==> config.mk <==
export PLATFORM = sky130hd
export DESIGN_NAME = remote_comm
export DESIGN_NICKNAME = d
export VERILOG_FILES = /design/src/rtl/remote_comm.sv
export SDC_FILE = /design/constraint.sdc
export NUM_CORES = 1
export LEC_CHECK = 0
export CAP_MARGIN = 20
export CORE_MARGIN = 8
export CORE_UTILIZATION = 45
export CTS_BUF_LIST = sky130_fd_sc_hd__clkbuf_8
export DETAILED_ROUTE_END_ITERATION = 8
export SLEW_MARGIN = 30
export SYNTH_ARGS = -nofsm -noshare
export SYNTH_HDL_FRONTEND = slang
export SYNTH_SLANG_ARGS = --single-unit
==> constraint.sdc <==
create_clock -name clk -period 6 [get_ports clk]
set_clock_uncertainty 0.05 [all_clocks]
set_input_delay 1.2 -clock clk [delete_from_list [all_inputs] [get_ports clk]]
set_output_delay 1.2 -clock clk [all_outputs]
set_load 0.005 [all_outputs]
==> src/rtl/remote_comm.sv <==
// remote_comm: ground-side UART command link.
// Sends a 3-byte frame {cmd, data[15:8], data[7:0]} (8N1, LSB first) on TX
// when snd_cmd is accepted, then waits up to TIMEOUT cycles for one response
// byte on RX.
// Ports:
//   clk, rst          clock, asynchronous active-high reset
//   snd_cmd, cmd, data send request and frame contents (sampled on accept)
//   RX / TX           serial input from / output to the copter
//   busy              high from accept until resp_rdy or timeout
//   cmd_sent          pulse at the end of the last stop bit
//   resp_rdy, resp    pulse + captured response byte (resp holds)
//   timeout           pulse when no response arrived in time
module remote_comm #(
  parameter int unsigned BAUD_DIV = 2604,
  parameter int unsigned TIMEOUT  = 4194304
) (
  input  logic        clk,
  input  logic        rst,
  input  logic        snd_cmd,
  input  logic [7:0]  cmd,
  input  logic [15:0] data,
  input  logic        RX,
  output logic        TX,
  output logic        busy,
  output logic        cmd_sent,
  output logic        resp_rdy,
  output logic [7:0]  resp,
  output logic        timeout
);

  localparam int unsigned BW = $clog2(BAUD_DIV + 1);
  localparam int unsigned TW = 23;
  localparam logic [BW-1:0] BAUD_LAST = BW'(BAUD_DIV - 1);
  localparam logic [BW-1:0] HALF_LAST = BW'(BAUD_DIV / 2 - 1);
  localparam logic [TW-1:0] TO_LAST   = TW'(TIMEOUT - 1);

  typedef enum logic [2:0] {
    IDLE      = 3'd0,
    TX_CMD    = 3'd1,
    TX_DHI    = 3'd2,
    TX_DLO    = 3'd3,
    WAIT_RESP = 3'd4
  } state_t;

  state_t          state_q;
  logic            tx_q;
  logic            busy_q;
  logic            cmd_sent_q;
  logic            resp_rdy_q;
  logic            timeout_q;
  logic [7:0]      resp_q;
  logic [23:0]     shadow_q;
  logic [BW-1:0]   tx_baud_q;
  logic [3:0]      tx_bit_q;
  logic [TW-1:0]   wait_cnt_q;

  logic            rx_s1_q;
  logic            rx_s2_q;
  logic            rx_prev_q;
  logic            rx_act_q;
  logic [BW-1:0]   rx_baud_q;
  logic [3:0]      rx_bit_q;
  logic [7:0]      rx_sh_q;

  logic [7:0]      cur_byte_c;
  logic            rx_done_c;

  assign TX       = tx_q;
  assign busy     = busy_q;
  assign cmd_sent = cmd_sent_q;
  assign resp_rdy = resp_rdy_q;
  assign resp     = resp_q;
  assign timeout  = timeout_q;

  // Byte of the shadow register currently being serialised
  always_comb begin
    cur_byte_c = shadow_q[7:0];
    case (state_q)
      TX_CMD:  cur_byte_c = shadow_q[23:16];
      TX_DHI:  cur_byte_c = shadow_q[15:8];
      default: cur_byte_c = shadow_q[7:0];
    endcase
  end

  // A clean byte completes when the stop bit is sampled high
  assign rx_done_c = rx_act_q && (rx_baud_q == HALF_LAST) &&
                     (rx_bit_q == 4'd9) && rx_s2_q;

  // Receiver: free-running, mid-bit sampling relative to the detected edge
  always_ff @(posedge clk or posedge rst) begin
    if (rst) begin
      rx_s1_q   <= 1'b1;
      rx_s2_q   <= 1'b1;
      rx_prev_q <= 1'b1;
      rx_act_q  <= 1'b0;
      rx_baud_q <= '0;
      rx_bit_q  <= 4'd0;
      rx_sh_q   <= 8'h00;
    end else begin
      rx_s1_q   <= RX;
      rx_s2_q   <= rx_s1_q;
      rx_prev_q <= rx_s2_q;
      if (!rx_act_q) begin
        if (rx_prev_q && !rx_s2_q) begin
          rx_act_q  <= 1'b1;
          rx_baud_q <= '0;
          rx_bit_q  <= 4'd0;
        end
      end else begin
        rx_baud_q <= (rx_baud_q == BAUD_LAST) ? '0 : rx_baud_q + BW'(1);
        if (rx_baud_q == HALF_LAST) begin
          if (rx_bit_q == 4'd0) begin
            // start bit read back high: treat as a glitch
            if (rx_s2_q) rx_act_q <= 1'b0;
          end else if (rx_bit_q <= 4'd8) begin
            rx_sh_q <= {rx_s2_q, rx_sh_q[7:1]};
          end else begin
            // stop bit: either good (rx_done_c) or framing error, both end the frame
            rx_act_q <= 1'b0;
          end
          if (rx_bit_q != 4'd9) rx_bit_q <= rx_bit_q + 4'd1;
        end
      end
    end
  end

  // Command FSM: transmit three bytes, then wait for the response
  always_ff @(posedge clk or posedge rst) begin
    if (rst) begin
      state_q    <= IDLE;
      tx_q       <= 1'b1;
      busy_q     <= 1'b0;
      cmd_sent_q <= 1'b0;
      resp_rdy_q <= 1'b0;
      timeout_q  <= 1'b0;
      resp_q     <= 8'h00;
      shadow_q   <= 24'h000000;
      tx_baud_q  <= '0;
      tx_bit_q   <= 4'd0;
      wait_cnt_q <= '0;
    end else begin
      cmd_sent_q <= 1'b0;
      resp_rdy_q <= 1'b0;
      timeout_q  <= 1'b0;
      case (state_q)
        IDLE: begin
          if (snd_cmd) begin
            shadow_q  <= {cmd, data};
            busy_q    <= 1'b1;
            tx_q      <= 1'b0;
            tx_baud_q <= '0;
            tx_bit_q  <= 4'd0;
            state_q   <= TX_CMD;
          end
        end
        TX_CMD, TX_DHI, TX_DLO: begin
          if (tx_baud_q == BAUD_LAST) begin
            tx_baud_q <= '0;
            if (tx_bit_q == 4'd9) begin
              tx_bit_q <= 4'd0;
              if (state_q == TX_DLO) begin
                cmd_sent_q <= 1'b1;
                wait_cnt_q <= '0;
                state_q    <= WAIT_RESP;
              end else begin
                // next byte starts immediately, no idle bits
                tx_q    <= 1'b0;
                state_q <= (state_q == TX_CMD) ? TX_DHI : TX_DLO;
              end
            end else begin
              tx_bit_q <= tx_bit_q + 4'd1;
              tx_q     <= (tx_bit_q == 4'd8) ? 1'b1 : cur_byte_c[tx_bit_q[2:0]];
            end
          end else begin
            tx_baud_q <= tx_baud_q + BW'(1);
          end
        end
        WAIT_RESP: begin
          wait_cnt_q <= wait_cnt_q + TW'(1);
          // a byte landing on the timeout cycle takes priority
          if (rx_done_c) begin
            resp_q     <= rx_sh_q;
            resp_rdy_q <= 1'b1;
            busy_q     <= 1'b0;
            state_q    <= IDLE;
          end else if (wait_cnt_q == TO_LAST) begin
            timeout_q <= 1'b1;
            busy_q    <= 1'b0;
            state_q   <= IDLE;
          end
        end
        default: begin
          busy_q  <= 1'b0;
          tx_q    <= 1'b1;
          state_q <= IDLE;
        end
      endcase
    end
  end

endmodule

Yosys cells after proc, flatten, opt, wreduce, memory -nomap -nowiden
Index checks and enable logic that the tools add are counted.
{"block": "totals", "regBits": 107, "inputBits": 28, "output_inout_bits": 13, "word_cells": 123}
{"block": "op_classes", "addsub": 5, "order_cmp": 2, "n_eq_ne": 20, "muxes": 54, "n_bitwise": 3, "n_reduce_logical": 21}
{"op": "two-way mux 23 bit", "n": 3}
{"op": "two-way mux 12 bit", "n": 5}
{"op": "one-hot mux 23 bit (2 select lines)", "n": 1}
{"op": "two-way mux 4 bit", "n": 7}
{"op": "two-way mux 1 bit", "n": 25}
{"op": "adder 12 x 1 -> 12 bit (second input constant)", "n": 2}
{"op": "== test 12 bit (second input constant)", "n": 2}
{"op": "one-hot mux 12 bit (2 select lines)", "n": 1}
{"op": "adder 23 x 1 -> 23 bit (second input constant)", "n": 1}
{"op": "== test 23 x 22 -> 1 bit (second input constant)", "n": 1}
{"op": "two-way mux 3 bit", "n": 6}
{"op": "one-hot mux 8 bit (2 select lines)", "n": 1}
{"op": "AND reduction 4 bit", "n": 4}
{"op": "== test 12 x 11 -> 1 bit (second input constant)", "n": 1}
{"op": "== test 4 bit (second input constant)", "n": 3}
{"op": "one-hot mux 3 bit (3 select lines)", "n": 1}
{"op": "AND reduction 3 bit", "n": 3}
{"op": "adder 4 x 1 -> 4 bit (second input constant)", "n": 2}
{"op": "!= test 2 bit (second input constant)", "n": 4}
{"op": "one-hot mux 4 bit (2 select lines)", "n": 1}
{"op": "== test 3 x 2 -> 1 bit (second input constant)", "n": 2}
{"op": "!= test 3 bit (second input constant)", "n": 2}
{"op": "one-hot mux 1 bit (3 select lines)", "n": 2}
{"op": "AND reduction 2 bit", "n": 3}
{"op": "other kinds (14)", "n": 22}

Logic depth before layout (Yosys ltp)
Gate-level depths: netlist (run 1).
{"block": "depth", "depth_word": 8, "mapped_depth": 8, "depth_no_buf": 7}

Least setup slack after synthesis (run 1)
OpenSTA, ideal clock, no wires.
{"block": "synth_path", "path_kind": "register -> register", "from": "reg tx_baud_q[0]", "to": "reg wait_cnt_q[21]", "setup_ns": 0.078, "arrival_time_ns": 2.147, "required_ns": 5.872, "path_slack_ns": 3.726, "path_stages_with_launch": 8, "path_buffers": 1, "cell_sequence": "dfrtp_1 ha_1 and4b_1 nand4_1 buf_2 a2111o_1 or4_1 a21oi_1"}
{"block": "synth_between", "elab_chain_cells": 3}
{"item": "from (decl)", "line": "53", "source": "logic [BW-1:0] tx_baud_q;"}
{"item": "from (signal assigned)", "line": "175", "source": "tx_baud_q <= tx_baud_q + BW'(1);"}
{"item": "== test 12 bit", "line": "157", "source": "if (tx_baud_q == BAUD_LAST) begin"}
{"item": "!= test 2 bit (no line)"}
{"item": "AND reduction 4 bit (no line)"}
{"item": "to (signal assigned)", "line": "179", "source": "wait_cnt_q <= wait_cnt_q + TW'(1);"}
{"item": "to (decl)", "line": "55", "source": "logic [TW-1:0] wait_cnt_q;"}
No other way between the ends.
A chain may end at the register's enable or synchronous reset.

Worst setup path in the final report (run 1)
Ends and elaborated chain as after synthesis.

==> flow_summary.yaml, run 1 <==
cts:
  cts_tree: "done"
  clk_path_buf_depth: 2
  cts-resized-gates: 0
  htreeDepth: 3
  hold_buffers: 0
  clk_pin_slew_worst_paths_ns: 0.10
  cts.sinks: 107
  root_buffer: "clkbuf_8"
  cts_setup_buffers: 0
  worstSkewPairLatency_ns: 0.38
  cts-buffers-inserted: 9
yosys:
  synth_warnings: 0
  synth-seq-cells: 107
  synthDistinctLibCells: 66
  ys.flop_type: "dfrtp_1"
  async_flop_share: 1.000
  synth_nets: 605
  synth_area_per_cell_um2: 9.432
  synth.yosys.seq_area_share: 0.4990
  synth_edf_count: 0
  syn_area_um2: 5376
  synthCells: 570
worst_setup_path:
  path_class: "reg -> reg"
  r2r_slack_ns: 3.08
  cp-end-kind: "flip-flop"
  worstRegToRegCells: 6
  crit_path_start_kind: "flip-flop"
  r2r_end: "wait_cnt_q[21]"
  r2r_start: "tx_baud_q[0]"
  timing.critical_path.fanout_max: 13
  required_ns: 6.26
  cp.arrival_ns: 3.19
status:
  outcome: "completed"
sta:
  drv_slew: 0
  hold_viol: 0
  tightest_slew_ns: 0.8204
  finalSetupTns_ns: 0
  finalSetupViolCount: 0
  maxSlewHeadroom: 0.4531
  whs_ns: 0.3121
  post-route-period-util: 0.4873
  finalCriticalPeriod_ns: 2.924
  timing.fmax_mhz: 342.0
  rsz0062_at_grt: "no"
finish:
  utilization: 0.5151
  syn2layout_area_growth_pct: 13.64
  num_antenna_cells: 0
  layout.nets: 639
  drive_above_1_share: 0.09031
  stdcell_count: 756
  final_cell_mix: "nand2_1, dfrtp_1, o21ai_0, clkdlybuf4s50_1, nor2_1"
  final_common_cell: "nand2_1"
  final.fill_count: 1099
grt:
  grt_start_max_net_pins: 68
  grtUsageTotal: 0.1583
  grt_pass1_wl_um: 20490
  grt_pass1_vias: 4202
  overflow: 0
  antenna_found_initial: 0
placement:
  placed_cells_incl_taps: 740
  place_congestion: 0.7754
  dp_hpwl_um: 8254
  io_buffers: 40
die:
  boundaryPins: 41
  initial_core_util: 0.4533
  die_w_um: 125.3
  coreArea_um2: 11860
  die_area_um2: 15700
  fp.dieH_um: 125.3
  fp-row-count: 40
hold_path:
  hp-class: "reg -> reg"
  min_path_cells: 0
  min_to: "rx_s2_q"
  hold_start: "rx_s1_q"
route:
  viasPerCell: 5.769
  drtAntennaViolNets: 0
  drt_iter0_drc: 386
  vias: 4361
  wirelength_um: 12010
  drcViolationCount: 0
  post_drt_wl_per_cell_um: 15.89
  drt_first_pass_iters: 5
pwr:
  peakVddDrop_v: 0.0001905
  p_leak_nw: 2.668
  p_per_area_nw_per_um2: 214.1
flow_run:
  cap_violations: 0
==> registers in the layout, summed over array words and instances (netlist names) <==
| name | flops |
|---|---|
| rx_baud_q | 12 |
| shadow_q | 24 |
| rx_s2_q | 1 |
| tx_baud_q | 12 |
| cmd_sent | 1 |
| resp | 8 |
| wait_cnt_q | 23 |
| state_q | 3 |
| timeout | 1 |
| busy | 1 |
| tx_bit_q | 4 |
| rx_sh_q | 8 |
| rx_bit_q | 4 |
| rx_s1_q | 1 |
| rx_act_q | 1 |
| resp_rdy | 1 |
| TX | 1 |
| rx_prev_q | 1 |
==> layout make-up <==
cell class                 instances  area (µm²)  area share
multi-input combinational        424        2555      0.4182
clock inverter                     7       67.56     0.01106
sequential                       107        2683      0.4391
timing repair buffer              43       422.9     0.06922
clock buffer                       9       123.9     0.02027
tap                              147       183.9     0.03010
inverter                          19       73.82     0.01208
==> critical path, stage by stage (launching register included) <==
cell      delay (ns)
dfrtp_1         0.41
ha_1            0.24
and4b_1         0.30
nand4_1         0.41
a2111o_1        0.73
or4_1           0.54
a21oi_1         0.16
==> metrics by stage <==
step | cell area (µm²) | power [mW] | setup slack [ns]
3_5_place_dp | 5906 | 0.8798 | 2.587
5_1_grt | 6110 | 1.375 | 2.895
6_report | 6110 | 1.308 | 3.076
4_1_cts | 6097 | 1.327 | 2.996
2_1_floorplan | 5376 | 0.8382 | 1.939
3_3_place_gp | 5906 | 0.8754 | 2.650
==> power by group <==
part / internal [mW] / total (mW) / leakage [nW] / switching (mW)
Clock: 0.193 / 0.443 / 0.103 / 0.250
Sequential: 0.743 / 0.775 / 1.43 / 0.0316
Combinational: 0.0430 / 0.0900 / 1.14 / 0.0471
Total: 0.979 / 1.31 / 2.67 / 0.329
==> Yosys cell counts, drive strengths merged (8+ instances only) <==
cell / number / area (µm²)
nand2b: 9 / 56.30
dfrtp: 103 / 2577
xor2: 8 / 70.07
o21ai: 48 / 240.2
xnor2: 11 / 96.34
clkbuf: 17 / 65.06
nor2: 35 / 131.4
and3: 10 / 62.56
nand3: 18 / 90.09
nand2: 108 / 405.4
inv: 19 / 71.32
a21oi: 29 / 145.1
or3: 14 / 87.58
mux2: 16 / 180.2
nand4: 11 / 68.82
==> logic make-up (layout without fill, tap and decap cells) <==
kind of cell,after synthesis,count (layout),synth area share
xor gates and xnor gates,19,19,0.03095
DFF,107,107,0.4990
AOI/OAI and AO/OA,130,130,0.1529
adders and majority gates,7,7,0.01629
and+or+nand+nor,251,251,0.2374
buffers and inverters,39,78,0.02816
muxes,17,17,0.03537
==> worst max path at each step <==
stage                  from              to  depth (start not counted)
2_1_floorplan           rst            busy                          1
3_3_place_gp        snd_cmd     tx_bit_q[3]                          5
3_5_place_dp        snd_cmd     tx_bit_q[3]                          5
4_1_cts             snd_cmd     tx_bit_q[3]                          5
5_1_grt        tx_baud_q[0]  wait_cnt_q[21]                          6
6_report       tx_baud_q[0]  wait_cnt_q[21]                          6
==> layer usage <==
layer,share of wire,track usage,up-vias
li1,-,-,2107
met1,0.45,0.1949,2160
met2,0.49,0.2656,84
met3,0.042,0.04675,10
met4,0.011,0.04226,0
met5,0,0,-
Note: power is estimated with default switching activity, not from simulation.
==> run 2: changes to the inputs <==
clock period = 3 ns   (was 6 ns; I/O delays follow)
==> run 2 against run 1 <==
Against the previous run: flip-flop and latch count unchanged; count of clock-buffer cells in the layout unchanged; die area unchanged; cell count grew 1.1%; hold slack better by 0.0045 ns; setup slack worse by 2.6 ns; final area up 1.3%; combinational power grew 110%; register-to-register slack got worse by 2.6 ns; sequential share of layout area fell by 0.56 points; first-iteration DRC count shrank 18%; total power grew 100%; highest routed layer unchanged.
==> flow_summary.yaml, run 2 (same netlist as run 1, synthesis figures left out) <==
cts:
  clk_pin_slew_worst_paths_ns: 0.10
  htreeDepth: 3
  cts.sinks: 107
  root_buffer: "clkbuf_8"
  cts-resized-gates: 0
  hold_buffers: 0
  cts_setup_buffers: 0
  clk_path_buf_depth: 2
  cts_tree: "done"
  worstSkewPairLatency_ns: 0.37
  cts-buffers-inserted: 9
die:
  fp.dieH_um: 125.3
  fp-row-count: 40
  coreArea_um2: 11860
  die_w_um: 125.3
  boundaryPins: 41
  die_area_um2: 15700
  initial_core_util: 0.4533
pwr:
  p_leak_nw: 2.712
  seq_power_share: 0.594
  peakVddDrop_v: 0.0002992
  p_per_area_nw_per_um2: 421.9
  power_switching_share: 0.2483
  power_mw: 2.611
  switching_power_mw: 0.6483
  combinationalPowerShare: 0.071
  p_clk_frac: 0.335
  internal-power_mw: 1.962
finish:
  regArea_um2: 2683
  syn2layout_area_growth_pct: 15.10
  largest_register_ffs: 24
  final.fill_count: 1117
  drive_above_1_share: 0.1005
  num_antenna_cells: 0
  utilization: 0.5217
  multiInputGateArea_um2: 2542
  layout.nets: 648
  max_flop_register: "shadow_q"
  layout_top_registers: "shadow_q: 24 flops, wait_cnt_q: 23 flops"
  final_common_cell: "nand2_1"
  final_cell_mix: "nand2_1, dfrtp_1, o21ai_0, clkdlybuf4s50_1, nor2_1"
sta:
  hold_viol: 0
  drv_slew: 0
  finalSetupTns_ns: 0
  finalCriticalPeriod_ns: 2.540
  timing.fmax_mhz: 393.7
  post-route-period-util: 0.8467
  finalSetupViolCount: 0
  rsz0062_at_grt: "no"
  maxSlewHeadroom: 0.4139
  tightest_slew_ns: 0.8750
placement:
  place_congestion: 0.7806
  dp_hpwl_um: 8488
  io_buffers: 40
route:
  drcViolationCount: 0
  viasPerCell: 5.635
  drt_first_pass_iters: 4
  post_drt_wl_per_cell_um: 15.47
  wirelength_um: 11820
  drt_iter0_drc: 316
  vias: 4305
  drtAntennaViolNets: 0
grt:
  grt_pass1_vias: 4244
  grt_start_max_net_pins: 46
  overflow: 0
  antenna_found_initial: 0
  grt_pass1_wl_um: 20380
  grtUsageTotal: 0.1556
worst_setup_path:
  crit_path_start_kind: "flip-flop"
  timing.critical_path.fanout_max: 14
  crit_start: "state_q[0]"
  cp-end-kind: "flip-flop"
  r2r_start: "state_q[0]"
  path_class: "reg -> reg"
  required_ns: 3.25
  cp.arrival_ns: 2.79
hold_path:
  hp-class: "reg -> reg"
  hold_start: "rx_s1_q"
status:
  outcome: "completed"
flow_run:
  cap_violations: 0
==> run 2: layer usage <==
metal  global-route usage  wire [µm]  up-vias
met3              0.03527        400       10
met1               0.1941       5439     2100
li1                     -          -     2117
met5                    0          0        -
met4              0.04011        130        0
met2               0.2662       5849       78
==> run 2: final timing paths <==
kind	to	slack (ns)	cells after the start
min	rx_s2_q	0.32	0
max in group asynchronous	TX	1.58	3
min in group asynchronous	resp_rdy	0.61	2
max	wait_cnt_q[21]	0.46	5
min reg2reg	rx_s2_q	0.32	0
max reg2reg	wait_cnt_q[21]	0.46	5
==> run 2: critical path, stage by stage, from the launching register on <==
cell	delay, ns
dfrtp_1	0.54
nor3b_2	0.42
nor2_1	0.21
a2111o_1	0.58
or4_1	0.51
a21oi_1	0.15
==> run 2: power by group through the flow <==
stage                     Combinational [mW]  Clock (mW)  Sequential, mW
final                                  0.185       0.874            1.55
after global routing                   0.213       0.960            1.56
after CTS                              0.191       0.913            1.55
after detailed placement               0.191           0            1.58
after global placement                 0.182           0            1.58
after floorplan                        0.118           0            1.56
==> run 2: metrics by stage <==
stage          instance area (µm²)  worst slack [ns]  hold WS [ns]  instances
2_1_floorplan                 5380            0.7257        0.2952        570
3_3_place_gp                  6000            0.4604        0.3003        749
3_5_place_dp                  6000            0.5015        0.2976        749
4_1_cts                       6188            0.4650        0.3189        764
5_1_grt                       6188            0.3005        0.3202        764
6_report                      6188            0.4598        0.3166        764
==> run 2: cell type report <==
type	count	area share
flip-flops and latches	107	0.4335
well taps	147	0.02972
inverters	19	0.01213
clock inverters	6	0.01051
repair buffers	52	0.08330
multi-input cells	424	0.4108
clock buffers	9	0.02002
